==> src/rtl/trace_request_queue.sv <==
// Time-ordered trace request queue: buffers parsed requests and releases each one once the cycle counter reaches its trace time.
// Optional TRQ_TIME_SKIP_EN lets the cycle counter jump forward over idle gaps and reports each jump on skip_pulse.
package global_defs;
  typedef enum logic [1:0] {
    OP_READ   = 2'd0,
    OP_WRITE  = 2'd1,
    OP_IFETCH = 2'd2,
    OP_NOP    = 2'd3
  } parsed_op_t;
endpackage

module trace_request_queue
  import global_defs::*;
#(
  parameter int ADDRESS_WIDTH = 32,
  parameter int TIME_WIDTH    = 64,
  parameter int DEPTH         = 16
) (
  input  logic                       clk,
  input  logic                       rst_n,
  input  logic                       in_valid,
  output logic                       in_ready,
  input  logic [TIME_WIDTH-1:0]      in_time,
  input  parsed_op_t                 in_opcode,
  input  logic [ADDRESS_WIDTH-1:0]   in_address,
  output logic                       out_valid,
  input  logic                       out_ready,
  output logic [TIME_WIDTH-1:0]      out_time,
  output parsed_op_t                 out_opcode,
  output logic [ADDRESS_WIDTH-1:0]   out_address,
  output logic [TIME_WIDTH-1:0]      clock_count,
  output logic [$clog2(DEPTH):0]     count,
  output logic                       full,
  output logic                       empty,
  output logic                       order_err
`ifdef TRQ_TIME_SKIP_EN
  ,
  output logic                       skip_pulse
`endif
);

  localparam int PW = $clog2(DEPTH);
  localparam int CW = PW + 1;

  logic [TIME_WIDTH-1:0]    time_mem [DEPTH];
  parsed_op_t               op_mem   [DEPTH];
  logic [ADDRESS_WIDTH-1:0] addr_mem [DEPTH];

  logic [PW-1:0]            wptr_q, wptr_d, rptr_q, rptr_d;
  logic [CW-1:0]            count_q, count_d;
  logic [TIME_WIDTH-1:0]    clk_cnt_q, clk_cnt_d;
  logic [TIME_WIDTH-1:0]    last_time_q, last_time_d;
  logic                     order_err_q, order_err_d;
  logic [TIME_WIDTH-1:0]    hold_time_q, hold_time_d;
  parsed_op_t               hold_op_q, hold_op_d;
  logic [ADDRESS_WIDTH-1:0] hold_addr_q, hold_addr_d;
  logic                     skip_q, skip_d;

  logic                     push, pop, late;
  logic [TIME_WIDTH-1:0]    head_time, wr_time;

  assign empty       = (count_q == '0);
  assign full        = (count_q == CW'(DEPTH));
  assign in_ready    = !full;
  assign count       = count_q;
  assign clock_count = clk_cnt_q;
  assign order_err   = order_err_q;
  assign head_time   = time_mem[rptr_q];
  assign out_valid   = !empty && (head_time <= clk_cnt_q);
  assign push        = in_valid && in_ready;
  assign pop         = out_valid && out_ready;
  // A late request is clamped to the last accepted time so release order stays monotonic.
  assign late        = in_time < last_time_q;
  assign wr_time     = late ? last_time_q : in_time;

  assign out_time    = empty ? hold_time_q : head_time;
  assign out_opcode  = empty ? hold_op_q   : op_mem[rptr_q];
  assign out_address = empty ? hold_addr_q : addr_mem[rptr_q];

  always_comb begin
    wptr_d      = push ? wptr_q + PW'(1) : wptr_q;
    rptr_d      = pop  ? rptr_q + PW'(1) : rptr_q;
    count_d     = count_q;
    last_time_d = push ? wr_time : last_time_q;
    order_err_d = order_err_q | (push && late);
    hold_time_d = hold_time_q;
    hold_op_d   = hold_op_q;
    hold_addr_d = hold_addr_q;
    clk_cnt_d   = clk_cnt_q + TIME_WIDTH'(1);
    skip_d      = 1'b0;
    case ({push, pop})
      2'b10:   count_d = count_q + CW'(1);
      2'b01:   count_d = count_q - CW'(1);
      default: count_d = count_q;
    endcase
    if (pop) begin
      hold_time_d = head_time;
      hold_op_d   = op_mem[rptr_q];
      hold_addr_d = addr_mem[rptr_q];
    end
`ifdef TRQ_TIME_SKIP_EN
    if (empty && push && (in_time > clk_cnt_q + TIME_WIDTH'(1))) begin
      clk_cnt_d = in_time - TIME_WIDTH'(1);
      skip_d    = 1'b1;
    end else if (!empty && !push && (head_time > clk_cnt_q + TIME_WIDTH'(1))) begin
      clk_cnt_d = head_time - TIME_WIDTH'(1);
      skip_d    = 1'b1;
    end
`endif
  end

  always_ff @(posedge clk) begin
    if (push) begin
      time_mem[wptr_q] <= wr_time;
      op_mem[wptr_q]   <= in_opcode;
      addr_mem[wptr_q] <= in_address;
    end
  end

  always_ff @(posedge clk or negedge rst_n) begin
    if (!rst_n) begin
      wptr_q      <= '0;
      rptr_q      <= '0;
      count_q     <= '0;
      clk_cnt_q   <= '0;
      last_time_q <= '0;
      order_err_q <= 1'b0;
      hold_time_q <= '0;
      hold_op_q   <= OP_READ;
      hold_addr_q <= '0;
      skip_q      <= 1'b0;
    end else begin
      wptr_q      <= wptr_d;
      rptr_q      <= rptr_d;
      count_q     <= count_d;
      clk_cnt_q   <= clk_cnt_d;
      last_time_q <= last_time_d;
      order_err_q <= order_err_d;
      hold_time_q <= hold_time_d;
      hold_op_q   <= hold_op_d;
      hold_addr_q <= hold_addr_d;
      skip_q      <= skip_d;
    end
  end

`ifdef TRQ_TIME_SKIP_EN
  assign skip_pulse = skip_q;
`else
  logic unused_skip;
  assign unused_skip = skip_q;
`endif

endmodule

==> config.mk <==
export PLATFORM = sky130hd
export DESIGN_NAME = trace_request_queue
export DESIGN_NICKNAME = d
export VERILOG_FILES = /design/src/rtl/trace_request_queue.sv
export SDC_FILE = /design/constraint.sdc
export NUM_CORES = 2
export LEC_CHECK = 0
export ABC_AREA = 1
export BUFFER_PORTS_ARGS = -buffer_cell sky130_fd_sc_hd__buf_2
export CAP_MARGIN = 20
export CORE_MARGIN = 4
export CORE_UTILIZATION = 60
export CTS_CLUSTER_DIAMETER = 200
export DETAILED_ROUTE_END_ITERATION = 10
export PLACE_DENSITY = 0.78
export SYNTH_ARGS = -nofsm -noshare
export SYNTH_HDL_FRONTEND = slang
export SYNTH_SLANG_ARGS = --single-unit
==> constraint.sdc <==
create_clock -name clk -period 6.63 [get_ports clk]
set_input_delay 0.3315 -clock clk [delete_from_list [all_inputs] [get_ports clk]]
set_output_delay 0.3315 -clock clk [all_outputs]
set_load 0.03 [all_outputs]
==> run_results.csv <==
group,metric,value,unit
setup_path,path_cells,"inv_8 > buf_12 > buf_4 > o21ai_0 > o22ai_1 > nor2_1 > o22ai_2 > ha_1 > nand2_1 > inv_1 > nand3_1 > nor3_1 > nand4_1 > nand2_4 > buf_4 > nand2_1 > inv_1 > buf_2",
placement,place_area,80600,um^2
die,die_area,136000,um^2
clocking,cts-root-buf,"clkbuf_16",
synthesis,synth.distinct_cells,51,
clocking,cts_buffers,178,
layout,final_area,87300,um^2
grt,grt.total_usage,32.1,%
grt,grt_first_pass_wirelength,329000,um
detailed_routing,route.detailed.wl_per_inst,24.4,um
sta,setup-violations-final,0,
die,dieWidth,368,um
layout,nets,7409,
setup_path,crit_arrival,5.92,ns
sta,holdWs,0.0388,ns
layout,fin_util,68.1,%
setup_path,max_stage_delay,0.73,ns
clocking,path_clk_slew,0.06,ns
synthesis,synth-edff-count,1568,
sta,finalCriticalPeriod,6.25,ns
clocking,cts_tree,"done",
layout,final-seq-area,53100,um^2
clocking,clkSinkCount,1808,
placement,dp_slack,1.15,ns
synthesis,synthTopCellsByCount,"edfxtp_1, nor2_1, nand2_1, o21ai_0, inv_1",
synthesis,ys_ff_latch,1808,
synthesis,synth_fp_nets,7193,
synthesis,yosysSeqAreaShare,68.2,%
synthesis,synth.area.top_cells,"edfxtp_1, dfrtp_1, nor2_1",
clocking,post_cts_buffers,0,
setup_path,critical_path_class,"reg -> out",
sta,grt_setup_unrepaired,"no",
clocking,clkLatencyLatePin,0.81,ns
synthesis,yosysTopAreaCell,"edfxtp_1",
detailed_routing,routed_wl,221000,um
setup_path,cp-start-kind,"flop",
synthesis,yosysMostFrequentCell,"edfxtp_1",
setup_path,path_max_fanout,80,
sta,skew,0.0271,ns
placement,hpwlAfterDp,121000,um
synthesis,synth_area,77800,um^2
sta,setup_tns,0,ns
layout,fill_cells,8844,
flow_run,cap_violations,0,
power_and_ir_drop,irDropWorstVdd,438,uV
synthesis,synthCells,6953,
power_and_ir_drop,p_leak,32.4,nW
sta,fmax,0.160,GHz
hold_path,hp-class,"in -> async",
synthesis,yosysWarnings,0,
sta,slew_violations,0,
synthesis,syn_area_per_cell,11.2,um^2
die,rows,131,
synthesis,async_flop_share,13.3,%
detailed_routing,drt-initial-drc-count,8846,
layout,area_growth,12.1,%
synthesis,synth_top_cell_area_share,60.5,%
layout,drive_gt1_share,10.0,%
power_and_ir_drop,power_density,519,nW/um^2
layout,fin_cells,9051,
synthesis,synth_flop_cell,"edfxtp_1",
detailed_routing,dr.pass1.iters,6,
detailed_routing,drc,0,
clocking,h-tree-depth,4,
setup_path,cp.required,6.30,ns
sta,fin_ws,0.378,ns
detailed_routing,viasPerCell,6.19,
die,coreArea,128000,um^2
detailed_routing,num_vias,56000,
placement,place_congestion,0.948,
die,top_level_ports,274,
clocking,hold_buffers,100,
sta,min_period_over_period,94.3,%
sta,tightestPinTransition,1.30,ns
grt,grt_overflow,0,
placement,dpl.cell_count,8617,
grt,antenna_found_initial,11,
grt,grt_max_degree,239,
outcome,status,"finished, final reports clean",
grt,grt_pass1_vias,53800,
detailed_routing,ant_nets,0,
sta,hold_viol,0,
sta,slew_headroom,13.1,%
die,die_h,368,um
setup_path,cp-end-kind,"primary output",
layout,multi_input_area,21900,um^2
placement,port_buffers,273,
clocking,clk_path_buf_depth,3,
die,start_util,60.7,%
power_and_ir_drop,p_total,45.3,mW
clocking,ctsResizeCount,0,
setup_path,worst_path_max_delay_cell,"dfrtp_4",
==> per-layer routing <==
layer | track usage, % | share of wire, % | vias to the layer above
li1 | - | - | 24900
met1 | 45.3 | 38 | 27000
met2 | 49.0 | 45 | 3655
met3 | 9.20 | 14 | 467
met4 | 9.69 | 2.8 | 6
met5 | 0 | 0.022 | -
==> path summary, 6_finish.rpt <==
kind	depth (start not counted)	slack (ns)	end	startpoint
hold reg to reg	2	0.47	hold_time_q[15]$_DFFE_PN0P_	hold_time_q[15]$_DFFE_PN0P_
hold / removal	2	0.04	hold_time_q[26]$_DFFE_PN0P_	rst_n
max in group asynchronous	3	5.25	hold_addr_q[4]$_DFFE_PN0P_	rst_n
min in group clk	5	0.26	last_time_q[58]$_DFFE_PN0P_	in_valid
setup / recovery	18	0.38	out_valid	rptr_q[1]$_DFFE_PN0P_
setup reg to reg	25	0.98	count[4]$_DFFE_PN0P_	rptr_q[1]$_DFFE_PN0P_
==> state kept, by name, indices dropped and copies added, names as in the netlist <==
name         count
last_time_q     64
addr_mem       512
hold_addr_q     32
order_err        1
time_mem      1024
clock_count     64
hold_op_q        2
rptr_q           4
wptr_q           4
count            5
hold_time_q     64
op_mem          32
==> cells in the final DEF, fill, tap and decap left out, drive strengths merged, types with 64 or more instances in the layout <==
cell type	synthesis	routed
dfrtp	240	240
inv	265	271
xor2	65	65
clkinv	1	90
nand3	164	164
edfxtp	1568	1568
clkbuf	231	206
ha	137	137
nor2	1336	1336
nand2	1014	1014
a21oi	127	127
dlygate4sd3	0	100
and2	64	64
o22ai	265	265
o21ai	1054	1054
nand4	129	129
buf	195	362
==> power breakdown <==
| part | switching, mW | internal [mW] |
|---|---|---|
| Sequential | 0.608 | 15.6 |
| Combinational | 14.4 | 4.77 |
| Clock | 4.28 | 5.61 |
==> cell families after synthesis <==
family | Yosys count | share of synthesized area (%)
AOI/OAI and AO/OA | 1476 | 10.4
xor gates and xnor gates | 66 | 0.743
adders and majority gates | 138 | 2.23
buffers and inverters | 692 | 3.84
DFF | 1808 | 68.2
and+or+nand+nor | 2773 | 14.6
==> area by class of cell <==
class	count	share of cell area [%]
Antenna cell	5	0.0143
Clock inverter	122	1.15
Clock buffer	206	5.34
Sequential cell	1808	60.8
Inverter	266	1.18
Multi-Input combinational cell	4453	25.1
Timing Repair Buffer	462	3.88
Tap cell	1729	2.48
==> worst max-delay path, delay by kind of cell (launching register included) <==
family          cells  cell delay [ns]
compound gates      3             0.75
fa+ha+maj           1             0.19
buf+inv             7             2.14
flops               1             0.73
simple gates        7             1.04
No activity file was read; power rests on OpenSTA's default activity.
